<file path="src/rtl/alu_pkg.sv">
// Shared types for the two-requester ALU arbitration controller: command
// word layout, controller FSM states and the default operand width.
package alu_pkg;

    localparam int DATA_WIDTH_DEF = 5;

    // Command word forwarded unchanged to the ALU enables/op selects.
    typedef struct packed {
        logic       op1_en;
        logic       op2_en;
        logic [2:0] op1_op;
        logic [1:0] op2_op;
    } alu_cmd_t;

    typedef enum logic [1:0] {
        IDLE  = 2'd0,
        ISSUE = 2'd1,
        WAIT  = 2'd2,
        RESP  = 2'd3
    } state_t;

    // Plain addition: stage 1 enabled with op 000, stage 2 bypassed.
    localparam alu_cmd_t ALU_CMD_ADD = '{op1_en: 1'b1, op2_en: 1'b0,
                                         op1_op: 3'b000, op2_op: 2'b00};

endpackage

</file>
<file path="src/rtl/alu_arb_ctrl_if.sv">
// Requester-side command/response bus of alu_arb_ctrl: two lanes, each with
// a command handshake (valid/ready) and a result handshake (valid/ready).
interface alu_arb_ctrl_if
    import alu_pkg::*;
#(
    parameter int DATA_WIDTH = DATA_WIDTH_DEF
);
    logic [1:0]                   req_valid;
    logic [1:0]                   req_ready;
    alu_cmd_t                     req_cmd [2];
    logic signed [DATA_WIDTH-1:0] req_a   [2];
    logic signed [DATA_WIDTH-1:0] req_b   [2];
    logic [1:0]                   rsp_valid;
    logic [1:0]                   rsp_ready;
    logic signed [DATA_WIDTH:0]   rsp_data [2];

    // Requesters issue commands and consume results.
    modport master (
        output req_valid, req_cmd, req_a, req_b, rsp_ready,
        input  req_ready, rsp_valid, rsp_data
    );

    // The controller accepts commands and returns results.
    modport slave (
        input  req_valid, req_cmd, req_a, req_b, rsp_ready,
        output req_ready, rsp_valid, rsp_data
    );
endinterface

</file>
<file path="src/rtl/alu_rr_arb.sv">
// Two-way grant logic. With ALU_ARB_RR_EN defined the grant alternates
// between requesters when both are valid (pointer moves on accept only);
// otherwise requester 0 has fixed priority and no pointer state exists.
module alu_rr_arb (
`ifdef ALU_ARB_RR_EN
    input  logic       clk,
    input  logic       rst_n,
    input  logic       accept,
`endif
    input  logic [1:0] req,
    output logic [1:0] grant
);

`ifdef ALU_ARB_RR_EN
    logic favour1;

    // One-hot grant; on contention the pointer picks the favoured requester.
    always_comb begin
        grant = req;
        if (req == 2'b11) begin
            grant = favour1 ? 2'b10 : 2'b01;
        end
    end

    // After an accept, favour the requester that was not just served.
    always_ff @(posedge clk or negedge rst_n) begin
        if (!rst_n) begin
            favour1 <= 1'b0;
        end else if (accept) begin
            favour1 <= grant[0];
        end
    end
`else
    // Fixed priority: requester 0 always wins.
    always_comb begin
        grant = 2'b00;
        if (req[0]) begin
            grant = 2'b01;
        end else if (req[1]) begin
            grant = 2'b10;
        end
    end
`endif

endmodule

</file>
<file path="src/rtl/alu_arb_ctrl.sv">
// Arbitrates two requesters onto one registered-output ALU, one transaction
// in flight: IDLE (accept) -> ISSUE (alu_en pulse) -> WAIT (capture alu_out)
// -> RESP (hold result until the granted requester takes it).
// Arbitration policy: round-robin when ALU_ARB_RR_EN is defined, fixed
// priority to requester 0 otherwise.
module alu_arb_ctrl
    import alu_pkg::*;
#(
    parameter int DATA_WIDTH = DATA_WIDTH_DEF
)
(
    input  logic                          clk,
    input  logic                          rst_n,
    alu_arb_ctrl_if.slave                 bus,
    output logic                          alu_en,
    output alu_cmd_t                      alu_cmd,
    output logic signed [DATA_WIDTH-1:0]  alu_operand1,
    output logic signed [DATA_WIDTH-1:0]  alu_operand2,
    input  logic signed [DATA_WIDTH:0]    alu_out
);

    state_t     state;
    logic       gnt_idx;
    logic [1:0] grant;
    logic       accept;

    alu_rr_arb u_arb (
`ifdef ALU_ARB_RR_EN
        .clk    (clk),
        .rst_n  (rst_n),
        .accept (accept),
`endif
        .req    (bus.req_valid),
        .grant  (grant)
    );

    // Ready is offered only in IDLE and never while reset is asserted, so a
    // valid held through reset cannot look accepted.
    assign bus.req_ready = (rst_n && (state == IDLE)) ? grant : 2'b00;
    assign accept        = |(bus.req_valid & bus.req_ready);

    // Transaction FSM; ALU drive and response lanes are registered here.
    // alu_cmd/operands double as the latched command, so they keep the last
    // issued values while alu_en is low.
    always_ff @(posedge clk or negedge rst_n) begin
        if (!rst_n) begin
            state         <= IDLE;
            gnt_idx       <= 1'b0;
            alu_en        <= 1'b0;
            alu_cmd       <= '0;
            alu_operand1  <= '0;
            alu_operand2  <= '0;
            bus.rsp_valid <= 2'b00;
            bus.rsp_data[0] <= '0;
            bus.rsp_data[1] <= '0;
        end else begin
            case (state)
                IDLE: begin
                    if (accept) begin
                        gnt_idx      <= grant[1];
                        alu_cmd      <= bus.req_cmd[grant[1]];
                        alu_operand1 <= bus.req_a[grant[1]];
                        alu_operand2 <= bus.req_b[grant[1]];
                        alu_en       <= 1'b1;
                        state        <= ISSUE;
                    end
                end
                ISSUE: begin
                    alu_en <= 1'b0;
                    state  <= WAIT;
                end
                WAIT: begin
                    // ALU result is valid one edge after the alu_en edge.
                    bus.rsp_valid[gnt_idx] <= 1'b1;
                    bus.rsp_data[gnt_idx]  <= alu_out;
                    state                  <= RESP;
                end
                RESP: begin
                    if (bus.rsp_valid[gnt_idx] && bus.rsp_ready[gnt_idx]) begin
                        bus.rsp_valid         <= 2'b00;
                        bus.rsp_data[gnt_idx] <= '0;
                        state                 <= IDLE;
                    end
                end
                default: begin
                    state <= IDLE;
                end
            endcase
        end
    end

endmodule

</file>
<file path="src/flat_wrapper.sv">
// flat-port wrapper written by rule: the top's interface ports become plain ports
module alu_arb_ctrl_flat import alu_pkg::*;
#(
    parameter int DATA_WIDTH = DATA_WIDTH_DEF
)
  (clk, rst_n, alu_en, alu_cmd, alu_operand1, alu_operand2, alu_out, bus_req_valid, bus_req_cmd, bus_req_a, bus_req_b, bus_rsp_ready, bus_req_ready, bus_rsp_valid, bus_rsp_data);
  alu_arb_ctrl_if #(.DATA_WIDTH(DATA_WIDTH)) bus_i ();
  input  logic clk;
  input  logic rst_n;
  output logic alu_en;
  output alu_cmd_t alu_cmd;
  output logic signed [DATA_WIDTH-1:0] alu_operand1;
  output logic signed [DATA_WIDTH-1:0] alu_operand2;
  input  logic signed [DATA_WIDTH:0] alu_out;
  input wire logic [$bits(bus_i.req_valid)-1:0] bus_req_valid;
  input wire logic [$bits(bus_i.req_cmd)-1:0] bus_req_cmd;
  input wire logic [$bits(bus_i.req_a)-1:0] bus_req_a;
  input wire logic [$bits(bus_i.req_b)-1:0] bus_req_b;
  input wire logic [$bits(bus_i.rsp_ready)-1:0] bus_rsp_ready;
  output wire logic [$bits(bus_i.req_ready)-1:0] bus_req_ready;
  output wire logic [$bits(bus_i.rsp_valid)-1:0] bus_rsp_valid;
  output wire logic [$bits(bus_i.rsp_data)-1:0] bus_rsp_data;
  assign bus_i.req_valid = bus_req_valid;
  assign bus_i.req_cmd = {>>{bus_req_cmd}};
  assign bus_i.req_a = {>>{bus_req_a}};
  assign bus_i.req_b = {>>{bus_req_b}};
  assign bus_i.rsp_ready = bus_rsp_ready;
  assign bus_req_ready = bus_i.req_ready;
  assign bus_rsp_valid = bus_i.rsp_valid;
  assign bus_rsp_data = {>>{bus_i.rsp_data}};
  alu_arb_ctrl #(.DATA_WIDTH(DATA_WIDTH)) u_core (.clk(clk), .rst_n(rst_n), .bus(bus_i), .alu_en(alu_en), .alu_cmd(alu_cmd), .alu_operand1(alu_operand1), .alu_operand2(alu_operand2), .alu_out(alu_out));
endmodule
</file>
<file path="config.mk">
export PLATFORM = sky130hd
export DESIGN_NAME = alu_arb_ctrl_flat
export DESIGN_NICKNAME = d
export VERILOG_FILES = /design/src/rtl/alu_pkg.sv /design/src/rtl/alu_arb_ctrl_if.sv /design/src/rtl/alu_rr_arb.sv /design/src/rtl/alu_arb_ctrl.sv /design/src/flat_wrapper.sv
export SDC_FILE = /design/constraint.sdc
export NUM_CORES = 1
export LEC_CHECK = 0
export BUFFER_PORTS_ARGS = -buffer_cell sky130_fd_sc_hd__buf_2
export CAP_MARGIN = 40
export CORE_MARGIN = 2
export CORE_UTILIZATION = 28
export DETAILED_ROUTE_END_ITERATION = 16
export PLACE_DENSITY = 0.58
export SLEW_MARGIN = 20
export SYNTH_ARGS = -nofsm -noshare
export SYNTH_HDL_FRONTEND = slang
export SYNTH_SLANG_ARGS = --single-unit
export TNS_END_PERCENT = 30
</file>
<file path="constraint.sdc">
create_clock -name clk -period 1.6 [get_ports clk]
set_input_delay 0.24 -clock clk [delete_from_list [all_inputs] [get_ports clk]]
set_output_delay 0.24 -clock clk [all_outputs]
set_load 0.01 [all_outputs]
</file>
### After elaboration in Yosys (flattened, before gate mapping)

Index checks and enable logic that the tools add are counted.

| storage, ports and cells | value |
|---|---|
| register bits | 35 |
| bits in latches | 0 |
| RAM bits | 0 |
| ROM bits | 0 |
| bits of input ports | 46 |
| memories | 0 |

| operators by class | value |
|---|---|
| add/subtract/negate cells | 0 |
| multipliers | 0 |
| div/mod/pow operators | 0 |
| magnitude comparators | 5 |
| eq/ne operators | 5 |
| shifts and indexed selects | 0 |
| muxes and demuxes | 29 |
| bitwise logic cells | 6 |
| reduce and logical (&&, ||, !) cells | 12 |

Operator list:

| cell | count |
|---|---|
| 5-bit two-way mux | 6 |
| 12-bit one-hot mux with 2 select lines | 1 |
| 7-bit two-way mux | 3 |
| 12-bit bitwise AND | 1 |
| 12-bit bitwise mux | 1 |
| 12-bit two-way mux | 1 |
| 12-bit inverter | 1 |
| 2-bit two-way mux | 5 |
| 2-bit one-hot mux with 4 select lines | 1 |
| 2-bit AND reduction | 4 |
| 6-bit demux with 1-bit select | 1 |
| 1-bit two-way mux | 6 |
| 6-bit two-way mux | 1 |
| 2-bit == test (second input constant) | 2 |
| 2-bit >= comparator (second input constant) | 2 |
| 1-bit logical AND | 4 |
| 2-bit by 1-bit inequality test with 1-bit output (second input constant) | 2 |
| 1-bit inverter with 2-bit output | 2 |
| 2-bit one-hot mux with 2 select lines | 1 |
| 2-bit nonzero test | 2 |
| 2-bit bitwise AND | 1 |
| 2-bit by 1-bit == test with 1-bit output (second input constant) | 1 |
| 2-bit zero test | 1 |
| 1-bit by 2-bit < comparator with 1-bit output (second input constant) | 1 |
| other kinds (6) | 6 |

### Logic depth before layout (Yosys ltp)

| logic depth | value |
|---|---|
| depth in word-level cells | 9 |
| gate-level depth with buffers | 6 |

### Cells and area by module

From an unflattened synthesis, not the netlist that was laid out.

| unflattened totals | value |
|---|---|
| cells, all modules | 134 |
| area, all modules | 1824.2 µm² |

By module, submodules not included:

| module | instances | cells each | area each (µm²) | sequential area each (µm²) |
|---|---|---|---|---|
| alu_arb_ctrl | 1 | 132 | 1803.0 | 875.8 |
| alu_rr_arb | 1 | 2 | 21.3 | 0.0 |

### Worst setup path before layout

OpenSTA, ideal clock, no wires.

| timing | value |
|---|---|
| kind | reg-to-reg |
| start point | reg u_core.state[0] |
| end point | reg u_core.state[1] |
| setup time | 0.128 ns |
| arrival time | 1.427 ns |
| required time | 1.472 ns |
| path slack | 0.046 ns |
| stages on the path, launching flop included | 6 |
| clock period less this slack | 1.554 ns |
| path through | dfrtp_1 inv_1 ha_1 o211ai_4 a32oi_2 mux2_1 |

| between the ends | value |
|---|---|
| cells in the longest elaborated chain, start to end | 7 |
| elaborated cells between the ends (all ways) | 12 |

Ends and longest elaborated chain:

| item | RTL line | text |
|---|---|---|
| start, declared | alu_arb_ctrl.sv:22 | `state_t state;` |
| start signal, assigned | alu_arb_ctrl.sv:47 | `state <= IDLE;` |
| start signal, assigned | alu_arb_ctrl.sv:65 | `state <= ISSUE;` |
| start signal, assigned | alu_arb_ctrl.sv:70 | `state <= WAIT;` |
| 2-bit zero test | alu_arb_ctrl.sv:39, alu_arb_ctrl.sv:57 |  |
| 1-bit logical AND | alu_arb_ctrl.sv:39 | `assign bus.req_ready = (rst_n && (state == IDLE)) ? grant : 2'b00;` |
| 2-bit two-way mux | alu_arb_ctrl.sv:39 |  |
| 2-bit bitwise AND | alu_arb_ctrl.sv:40 | `assign accept = \|(bus.req_valid & bus.req_ready);` |
| 2-bit OR reduction | alu_arb_ctrl.sv:40 |  |
| 2-bit by 1-bit inequality test with 1-bit output (no line) | n/a |  |
| 2-bit AND reduction (no line) | n/a |  |

Several ways; a longest one is shown, not always the timed one.
A chain may end at the register's enable or synchronous reset.

### Worst setup path after layout

| timing | value |
|---|---|
| start point | reg u_core.state[0] |
| end point | out bus_req_ready[0] |

| between the ends | value |
|---|---|
| cells in the longest elaborated chain, start to end | 3 |

Ends and longest elaborated chain:

| item | RTL line | text |
|---|---|---|
| 2-bit zero test | alu_arb_ctrl.sv:39 |  |
| 1-bit logical AND | alu_arb_ctrl.sv:39 |  |
| 2-bit two-way mux | alu_arb_ctrl.sv:39 |  |
| end, declared | flat_wrapper.sv:20 | `output wire logic [$bits(bus_i.req_ready)-1:0] bus_req_ready;` |

Every way passes these cells.

==> impl_metrics.py <==
metrics = {
    "placed_design": {
        "place_hpwl_um": 3071,
        "globalplace.congestion": 0.7035,
        "port_buffers": 79,
    },
    "logic_synthesis": {
        "yosysUniqueCellTypes": 26,
        "synthesis.area_um2": 1743,
        "synthesis.yosys.warnings": 0,
        "syn-num-nets": 213,
        "ys_seq_area_frac": 0.5025,
        "ys_ff_latch": 35,
        "synth_area_per_cell_um2": 10.69,
        "synth_cells": 163,
    },
    "worst_setup_path": {
        "worstPathRequired_ns": 1.36,
        "crit_chain": "inv_2, ha_4, buf_6, and3_4, buf_6",
        "rr_startpoint": "u_core.state[0]$_DFFE_PN0P_",
        "cpPeakStageDelay_ns": 0.39,
        "critPathTopFamily": "flip-flops",
        "cp-end-kind": "primary output",
        "cp_max_fo": 5,
        "path_buf_inv": 3,
        "r2r_setup_slack_ns": 0.09,
        "crit_start": "u_core.state[0]$_DFFE_PN0P_",
        "path_class": "flip-flop to primary output",
        "crit_arrival_ns": 1.29,
        "critPathSlowestCell": "dfrtp_1",
        "worstSetupStartpointType": "flip-flop",
        "cp_common_cell": "buf_6",
    },
    "sta": {
        "finalHoldViolCount": 0,
        "clock.fmax_ghz": 0.6528,
        "skew_ns": 0.004532,
        "timing_max_transition_violations_final": 0,
        "final.period_utilization": 0.9573,
        "tightestPinTransition_ns": 0.2375,
        "whs_ns": 0.09569,
        "final.min_clock_period_ns": 1.532,
        "slew-limit-headroom": 0.8417,
        "rsz0062_at_grt": "yes",
        "finalSetupTns_ns": 0,
        "setup_viol": 0,
    },
    "floorplanning": {
        "start_util": 0.2926,
        "die_y_um": 82.90,
        "core-area_um2": 5956,
        "die_area_um2": 6872,
        "io_pins": 80,
        "rows": 28,
        "die_x_um": 82.90,
    },
    "global_routing": {
        "overflow": 0,
        "grt_max_degree": 37,
        "grt_pass1_wl_um": 7079,
        "antenna_found_initial": 0,
        "track_usage": 0.1266,
        "grt_pass1_vias": 1510,
    },
    "cts": {
        "clkSlewWorstSetupHoldPaths_ns": 0.07,
        "clock_latency_ns": 0.27,
        "root_buffer": "clkbuf_8",
        "cts_inserted_buffers": 5,
        "h-tree-depth": 2,
        "cts_sinks": 35,
        "cts_tree": "yes",
        "cts_max_path_buffers": 2,
    },
    "pwr": {
        "max-vdd-ir-drop_v": 0.0009502,
        "power_density_nw_per_um2": 1857,
        "leakage_nw": 1.252,
    },
    "detailed_routing": {
        "dr.max_layer_used": "met4",
        "dr_wl_met3_um": 256,
        "ant_nets": 0,
        "via_count": 1487,
        "vias_per_cell": 4.520,
        "routed_wl_um": 4028,
        "wl_per_cell_um": 12.24,
        "drc_errors": 0,
        "wl_met2_um": 1990,
        "initialDrtViolationCount": 44,
        "firstDrtPassIters": 4,
        "wl_met1_um": 1753,
    },
    "status": {
        "status": "completed",
    },
    "layout": {
        "drive_gt1_frac": 0.4252,
        "final_nets": 304,
        "diodes": 0,
        "fillers": 621,
        "register_area_um2": 875.8,
        "multi_input_area_um2": 820.8,
        "final_util": 0.4071,
        "area_delta_synth_final_pct": 39.12,
    },
    "worst_hold_path": {
        "hp-class": "primary input to async pin",
    },
    "flow_run": {
        "maxCapViolCount": 0,
    },
}
## repair_timing
action                                  in CTS  in global routing
hold buffers                                 2                  0
buffers inserted                             3                  0
pin swaps                                    1                  2
endpoints found under the setup margin       2                  3
gates resized for setup                      4                  6
endpoints found under the hold margin       22                  0
## sequential cells by signal, indices dropped and copies added, names as in the netlist
signal                cells
u_core.alu_operand1       5
u_core.alu_operand2       5
u_core.bus.rsp_valid      2
u_core.alu_cmd            7
u_core.gnt_idx            1
u_core.bus.rsp_data      12
u_core.state              2
u_core.alu_en             1
## power by group
part | switching (mW) | total, mW | leakage (nW) | internal [mW]
Sequential | 0.275 | 1.61 | 0.421 | 1.33
Clock | 0.298 | 0.636 | 0.0470 | 0.338
Combinational | 1.18 | 2.26 | 0.784 | 1.08
Total | 1.76 | 4.50 | 1.25 | 2.75
## cells in the final DEF (no fill, tap or decap), drive strengths merged, types with 3 or more instances in the layout
| cell | synthesis | final |
|---|---|---|
| ha | 4 | 4 |
| mux2i | 17 | 17 |
| nor2 | 3 | 3 |
| nand2 | 21 | 21 |
| clkbuf | 4 | 6 |
| buf | 6 | 92 |
| o2bb2ai | 14 | 14 |
| o21ai | 17 | 17 |
| a21oi | 8 | 8 |
| nor2b | 13 | 13 |
| dfrtp | 35 | 35 |
| a31oi | 7 | 7 |
## routing by layer
layer / GRT usage / vias up
met4: 0.04024 / 0
li1: - / 765
met5: 0 / -
met3: 0.03976 / 2
met2: 0.2067 / 52
met1: 0.1595 / 668
## cells in the mapped netlist
library cell | instances | area (µm²)
dfrtp_1 | 35 | 875.8
nand2_1 | 21 | 78.83
mux2i_1 | 17 | 170.2
o21ai_1 | 17 | 85.08
o2bb2ai_1 | 14 | 122.6
nor2b_1 | 13 | 81.33
a21oi_1 | 8 | 40.04
a31oi_1 | 7 | 43.79
buf_2 | 4 | 20.02
clkbuf_1 | 4 | 15.01
ha_1 | 4 | 50.05
nor2_1 | 3 | 11.26
and3_1 | 2 | 12.51
inv_1 | 2 | 7.510
a21bo_2 | 1 | 10.01
a21o_1 | 1 | 7.510
a32oi_2 | 1 | 16.27
and2b_1 | 1 | 7.510
buf_6 | 1 | 11.26
buf_8 | 1 | 15.01
mux2_1 | 1 | 11.26
nand2b_1 | 1 | 6.260
nand3_1 | 1 | 5.000
nand3b_1 | 1 | 7.510
o211ai_4 | 1 | 21.27
o32a_1 | 1 | 10.01
## worst min-delay path, delay by kind of cell
| family | cells | cell delay (ns) |
|---|---|---|
| buf+inv | 3 | 0.48 |
## kinds of logic after synthesis
logic type	synth area share
buf+inv	0.03948
compound gates	0.2046
fa+ha+maj	0.02872
mux	0.1041
flops	0.5025
simple gates	0.1206
## cell type report
cell class | count | share of cell area
Clock inverter | 1 | 0.002064
Timing Repair Buffer | 94 | 0.2224
Tap cell | 75 | 0.03870
Clock buffer | 6 | 0.03406
Sequential cell | 35 | 0.3612
Multi-Input combinational cell | 116 | 0.3385
Inverter | 2 | 0.003096
## per-stage QoR
step / worst slack, ns / cell area [µm²] / instances / total power [mW]
3_5_place_dp: 0.04372 / 2258 / 317 / 3.777
3_3_place_gp: 0.1170 / 2258 / 317 / 3.731
5_1_grt: -0.004370 / 2425 / 329 / 4.930
4_1_cts: 0.03468 / 2401 / 329 / 4.529
2_1_floorplan: 0.04583 / 1743 / 163 / 2.966
6_report: 0.06825 / 2425 / 329 / 4.504
## final timing paths
kind	depth (start not counted)	end
worst max register to register	6	u_core.state[1]$_DFFE_PN0P_
worst min-delay path	3	u_core.alu_operand1[4]$_DFFE_PN0P_
max in group asynchronous	3	u_core.state[0]$_DFFE_PN0P_
worst max-delay path	5	bus_req_ready[0]
worst min register to register	2	u_core.alu_cmd[1]$_DFFE_PN0P_
min in group clk	3	u_core.alu_operand1[3]$_DFFE_PN0P_
No activity file was read; power rests on OpenSTA's default activity.
